[src/rtl/xres_seq_ctrl.sv]
// XRES pad sequencer: powers up and configures the pad in a legal order, filters
// the pad reset output and produces a stretched system reset for the core.
module xres_seq_ctrl #(
    parameter int unsigned PWR_CYC    = 16,
    parameter int unsigned SETTLE_CYC = 32,
    parameter int unsigned FILT_CYC   = 4,
    parameter int unsigned HOLD_CYC   = 64,
    parameter int unsigned CNT_W      = 16
) (
    input  logic       CLK,
    input  logic       RESET_B,
    input  logic       PWR_GOOD_H,
    input  logic       VCCHIB_MODE,
    input  logic       USE_FILT,
    input  logic       SW_RESET,
    input  logic       XRES_H_N,
    output logic       ENABLE_H,
    output logic       ENABLE_VDDIO,
    output logic       EN_VDDIO_SIG_H,
    output logic       INP_SEL_H,
    output logic       DISABLE_PULLUP_H,
    output logic       SYS_RESET_N,
    output logic       GLITCH,
    output logic [2:0] STATE
);

    typedef enum logic [2:0] {
        ST_OFF    = 3'd0,
        ST_CFG    = 3'd1,
        ST_SETTLE = 3'd2,
        ST_RUN    = 3'd3,
        ST_HOLD   = 3'd4
    } state_t;

    localparam logic [CNT_W-1:0] PWR_LIM    = CNT_W'(PWR_CYC);
    localparam logic [CNT_W-1:0] SETTLE_LIM = CNT_W'(SETTLE_CYC);
    localparam logic [CNT_W-1:0] FILT_LIM   = CNT_W'(FILT_CYC);
    localparam logic [CNT_W-1:0] HOLD_LIM   = CNT_W'(HOLD_CYC);

    state_t           state_reg;
    logic [1:0]       meta_reg;
    logic [1:0]       sync_reg;
    logic             pg_s;
    logic             xr_s;
    logic             filt_reg;
    logic             filt_next;
    logic [CNT_W-1:0] fcnt_reg;
    logic [CNT_W-1:0] fcnt_next;
    logic [CNT_W-1:0] fcnt_inc;
    logic [CNT_W-1:0] cnt_reg;
    logic [CNT_W-1:0] cnt_inc;
    logic             glitch_det;

    assign pg_s  = sync_reg[0];
    assign xr_s  = sync_reg[1];
    assign STATE = state_reg;

    // Saturating increments: both counters stick at all-ones instead of wrapping.
    assign cnt_inc  = (cnt_reg  == '1) ? cnt_reg  : cnt_reg  + 1'b1;
    assign fcnt_inc = (fcnt_reg == '1) ? fcnt_reg : fcnt_reg + 1'b1;

    always_ff @(posedge CLK or negedge RESET_B) begin
        if (!RESET_B) begin
            meta_reg <= '0;
            sync_reg <= '0;
        end else begin
            meta_reg <= {XRES_H_N, PWR_GOOD_H};
            sync_reg <= meta_reg;
        end
    end

    // A level is accepted only after FILT_CYC consecutive differing samples;
    // a shorter excursion is reported as a rejected glitch.
    always_comb begin
        filt_next  = filt_reg;
        fcnt_next  = fcnt_reg;
        glitch_det = 1'b0;
        if (state_reg == ST_OFF) begin
            filt_next = 1'b0;
            fcnt_next = '0;
        end else if (xr_s != filt_reg) begin
            if (fcnt_inc == FILT_LIM) begin
                filt_next = xr_s;
                fcnt_next = '0;
            end else begin
                fcnt_next = fcnt_inc;
            end
        end else if (fcnt_reg != '0) begin
            fcnt_next  = '0;
            glitch_det = 1'b1;
        end
    end

    always_ff @(posedge CLK or negedge RESET_B) begin
        if (!RESET_B) begin
            state_reg        <= ST_OFF;
            cnt_reg          <= '0;
            fcnt_reg         <= '0;
            filt_reg         <= 1'b0;
            ENABLE_H         <= 1'b0;
            ENABLE_VDDIO     <= 1'b0;
            EN_VDDIO_SIG_H   <= 1'b1;
            INP_SEL_H        <= 1'b0;
            DISABLE_PULLUP_H <= 1'b1;
            SYS_RESET_N      <= 1'b0;
            GLITCH           <= 1'b0;
        end else begin
            filt_reg <= filt_next;
            fcnt_reg <= fcnt_next;
            GLITCH   <= glitch_det && (state_reg == ST_RUN || state_reg == ST_HOLD);
            // Power loss wins over everything and drops the pad back to safe defaults.
            if ((state_reg != ST_OFF && !pg_s) ||
                !(state_reg inside {ST_OFF, ST_CFG, ST_SETTLE, ST_RUN, ST_HOLD})) begin
                state_reg        <= ST_OFF;
                cnt_reg          <= '0;
                ENABLE_H         <= 1'b0;
                ENABLE_VDDIO     <= 1'b0;
                EN_VDDIO_SIG_H   <= 1'b1;
                INP_SEL_H        <= 1'b0;
                DISABLE_PULLUP_H <= 1'b1;
                SYS_RESET_N      <= 1'b0;
            end else begin
                case (state_reg)
                    ST_OFF: begin
                        if (!pg_s) begin
                            cnt_reg <= '0;
                        end else if (cnt_inc == PWR_LIM) begin
                            state_reg <= ST_CFG;
                            cnt_reg   <= '0;
                        end else begin
                            cnt_reg <= cnt_inc;
                        end
                    end
                    ST_CFG: begin
                        ENABLE_H         <= 1'b1;
                        ENABLE_VDDIO     <= 1'b1;
                        EN_VDDIO_SIG_H   <= !VCCHIB_MODE;
                        INP_SEL_H        <= USE_FILT;
                        DISABLE_PULLUP_H <= 1'b0;
                        state_reg        <= ST_SETTLE;
                        cnt_reg          <= '0;
                    end
                    ST_SETTLE: begin
                        if (cnt_inc == SETTLE_LIM) begin
                            state_reg <= ST_HOLD;
                            cnt_reg   <= '0;
                        end else begin
                            cnt_reg <= cnt_inc;
                        end
                    end
                    ST_HOLD: begin
                        SYS_RESET_N <= 1'b0;
                        if (filt_reg && !SW_RESET) begin
                            if (cnt_inc == HOLD_LIM) begin
                                state_reg   <= ST_RUN;
                                SYS_RESET_N <= 1'b1;
                                cnt_reg     <= '0;
                            end else begin
                                cnt_reg <= cnt_inc;
                            end
                        end else begin
                            cnt_reg <= '0;
                        end
                    end
                    default: begin
                        if (!filt_reg || SW_RESET) begin
                            state_reg   <= ST_HOLD;
                            SYS_RESET_N <= 1'b0;
                            cnt_reg     <= '0;
                        end
                    end
                endcase
            end
        end
    end

endmodule

[config.mk]
export PLATFORM = sky130hd
export DESIGN_NAME = xres_seq_ctrl
export DESIGN_NICKNAME = d
export VERILOG_FILES = /design/src/rtl/xres_seq_ctrl.sv
export SDC_FILE = /design/constraint.sdc
export NUM_CORES = 1
export LEC_CHECK = 0
export ABC_AREA = 1
export BUFFER_PORTS_ARGS = -buffer_cell sky130_fd_sc_hd__buf_4
export CAP_MARGIN = 20
export CELL_PAD_IN_SITES_DETAIL_PLACEMENT = 1
export CELL_PAD_IN_SITES_GLOBAL_PLACEMENT = 1
export CORE_MARGIN = 10
export CORE_UTILIZATION = 40
export DETAILED_ROUTE_END_ITERATION = 8
export HOLD_SLACK_MARGIN = 0.15
export PLACE_DENSITY_LB_ADDON = 0.12
export SETUP_SLACK_MARGIN = 0.05
export SYNTH_ARGS = -nofsm -noshare
export SYNTH_HDL_FRONTEND = slang
export SYNTH_SLANG_ARGS = --single-unit
[constraint.sdc]
create_clock -name CLK -period 3.7 [get_ports CLK]
set_clock_uncertainty 0.05 [all_clocks]
set_input_delay 0.74 -clock CLK [delete_from_list [all_inputs] [get_ports CLK]]
set_output_delay 0.74 -clock CLK [all_outputs]
set_load 0.02 [all_outputs]
==> run_results.csv <==
group,metric,value,unit
timing,setup_ws,0.998,ns
detailed_routing,antenna_left,0,
timing,slew_viol_final,0,
global_routing,grt_pass1_vias,3101,
synth,synth.distinct_cells,36,
setup_path,reg2reg_to,"cnt_reg[0]",
cts,cts_hold_buf,0,
global_routing,grt_use_total,0.154,
floorplanning,die_height,110,microns
detailed_routing,wl_per_cell,15.3,microns
detailed_routing,dr.pass1.iters,4,
timing,worstMarginPinSlew,0.606,ns
synth,ys_seq_elements,46,
place,portBuffers,16,
final_layout,area.sequential,1150,sq um
synth,synth_top_family_by_area,"simple AND/OR/NAND/NOR gates",
setup_path,crit_type,"reg2reg",
cts,post_cts_resized,0,
timing,period_share,0.730,
timing,setup_viol,0,
timing,fin_crit,2.70,ns
place,gp_congestion,0.826,
final_layout,n_fill_cell,1023,
synth,ys_seq_area_frac,0.355,
floorplanning,die_w,110,microns
setup_path,endpoint,"cnt_reg[0]",
synth,synth_mux_area_frac,0,
setup_path,r2r_start,"cnt_reg[0]",
place,dp_hpwl,6700,microns
synth,syn-cell-area,3250,sq um
timing,fin_tns_setup,0,ns
setup_path,ff2ff_setup_slack,1.0,ns
setup_path,worst_ep_required_time,3.85,ns
power_and_ir_drop,power_density,269,nW/um^2
synth,syn_area_per_cell,7.16,sq um
cts,clockBufferDepth,2,
setup_path,ff2ff_path_depth,14,
timing,slew_headroom,0.596,
synth,ys.flop_type,"dfrtp_1",
synth,synth_warnings,0,
cts,cts_buffers,5,
cts,cts_tree,"done",
place,dpl-instance-area,3450,sq um
synth,synth_adder_area_share,0.0115,
global_routing,grt_pass1_wl,15200,microns
cts,path_clk_slew,0.10,ns
setup_path,cp-end-kind,"flip-flop",
cts,clock_sinks,46,
synth,async_reset_ff_frac,1.00,
synth,synthSimpleGateAreaFrac,0.465,
floorplanning,ios,17,
job,maxCapViolCount,0,
final_layout,diodes,0,
detailed_routing,totalWireLength,8750,microns
global_routing,grt_max_degree,47,
outcome,outcome,"complete, no violations",
cts,cts_root_buffer,"clkbuf_8",
setup_path,arrival,2.85,ns
detailed_routing,via_per_inst,5.15,
final_layout,drive_gt1_frac,0.172,
cts,h-tree-depth,2,
synth,synthCells,454,
detailed_routing,drt_iter0_drc,67,
final_layout,final_cell_count_no_fill,573,
floorplanning,dieArea,12100,sq um
final_layout,layout-area-overhead-vs-synth,9.70,%
floorplanning,start_util,0.417,
worst_hold_path,hp-class,"reg2reg",
setup_path,crit_fanout,16,
synth,syn-num-nets,464,
place,post-place-ws,0.979,ns
cts,cts_setup_buffers,0,
timing,finalHoldViolations,0,
power_and_ir_drop,leakage,1.76,nW
cts,worstSkewPairLatency,0.31,ns
final_layout,multi_input_area,1870,sq um
setup_path,cp-start-kind,"flip-flop",
final_layout,finalNetCount,480,
final_layout,final_area,3570,sq um
setup_path,critPathLaunch,"cnt_reg[0]",
global_routing,grt-ovfl-total,0,
place,placed_cells,565,
power_and_ir_drop,ir_worst_vdd,0.131,mV
synth,synth_edf_count,0,
global_routing,antenna_found_initial,0,
detailed_routing,via_count,2949,
timing,rsz0062_at_grt,"false",
floorplanning,core-area,7810,sq um
synth,synth_xor_area_frac,0.0377,
synth,synth_compound_area_frac,0.0593,
timing,fmax,0.370,GHz
final_layout,utilization,0.457,
floorplanning,row_count,32,
detailed_routing,drc_errors,0,
## critical path, stage by stage, from the launching register on
cell and delay [ns]:
dfrtp_1 0.45, ha_1 0.31, nand2_2 0.10, nor2_4 0.13
nand2_4 0.11, nand2_1 0.07, nand2_1 0.05, nor2_1 0.15
nand3_1 0.15, nor2_2 0.22, nand3_1 0.15, nand3_2 0.11
nand3_4 0.31, nand2_1 0.17, nand2_1 0.06
## cell usage after synthesis (6+ instances only)
| library cell | n | share of area |
|---|---|---|
| nand3_1 | 28 | 0.043 |
| inv_1 | 40 | 0.046 |
| nand4_1 | 16 | 0.031 |
| nand2_4 | 11 | 0.038 |
| a21oi_1 | 8 | 0.012 |
| nand2_1 | 126 | 0.15 |
| nor2_2 | 6 | 0.012 |
| dfrtp_1 | 44 | 0.34 |
| nand3b_1 | 7 | 0.016 |
| nor2_1 | 65 | 0.075 |
| xor2_1 | 10 | 0.027 |
| nor2_4 | 6 | 0.021 |
| o21ai_0 | 11 | 0.017 |
| nand2_2 | 17 | 0.033 |
| nor3_1 | 11 | 0.017 |
## layer usage
| metal | wire, microns | up-vias | track usage |
|---|---|---|---|
| li1 | - | 1495 | - |
| met1 | 4110 | 1417 | 0.200 |
| met2 | 4280 | 33 | 0.261 |
| met3 | 299 | 4 | 0.0325 |
| met4 | 56 | 0 | 0.0303 |
| met5 | 0 | - | 0 |
## cells by family (layout without fill, tap and decap cells)
family,Yosys count,in the layout
AOI/OAI and AO/OA,32,32
xor gates and xnor gates,14,14
adders and majority gates,3,3
buffers and inverters,55,72
DFF,46,46
and+or+nand+nor,304,304
## through the flow
step / total power, mW / hold WS [ns]
CTS: 0.980 / 0.309
global route: 1.01 / 0.308
floorplan: 0.550 / 0.281
detailed placement: 0.573 / 0.290
global placement: 0.572 / 0.282
finish: 0.959 / 0.298
## power breakdown
group | switching, mW | total [mW] | internal (mW) | leakage [nW]
Clock | 0.195 | 0.398 | 0.203 | 0.0585
Sequential | 0.00627 | 0.514 | 0.507 | 0.614
Combinational | 0.0336 | 0.0476 | 0.0140 | 1.09
Total | 0.235 | 0.959 | 0.724 | 1.76
## placed cells by master (no fill, tap or decap), types with 2 or more instances in the layout
cell type / Yosys / routed
nand2_1: 126 / 126
dfrtp_1: 44 / 44
nor2_4: 6 / 6
xor2_1: 10 / 10
buf_4: 2 / 18
a31oi_1: 2 / 2
nor2_2: 6 / 6
nand3_2: 5 / 5
inv_2: 5 / 5
nand3_1: 28 / 28
nand2_4: 11 / 11
nor4_1: 3 / 3
xnor2_1: 4 / 4
o32ai_1: 2 / 2
nand3b_1: 7 / 7
nor2_1: 65 / 65
o21ai_0: 11 / 11
a21oi_1: 8 / 8
clkbuf_8: 0 / 5
ha_1: 3 / 3
nand4_1: 16 / 16
dfstp_2: 2 / 2
a211oi_1: 5 / 5
nand2_2: 17 / 17
nor3_1: 11 / 11
inv_1: 40 / 40
## how the worst min path moves through the flow
stage	start	cells after the start	endpoint	slack, ns
final	meta_reg[0]	0	sync_reg[0]	0.30
after global routing	meta_reg[0]	0	sync_reg[0]	0.31
after CTS	meta_reg[0]	0	sync_reg[0]	0.31
after detailed placement	meta_reg[0]	0	sync_reg[0]	0.29
after global placement	meta_reg[0]	0	sync_reg[0]	0.28
after floorplan	meta_reg[0]	0	sync_reg[0]	0.28
## cell type report
cell class	count	area share
multi-input combinational	353	0.523
timing repair buffer	18	0.0379
tap	102	0.0358
clock inverter	3	0.0123
inverter	46	0.0484
clock buffer	5	0.0193
sequential	46	0.323
Power figures use the tool's default switching activity.
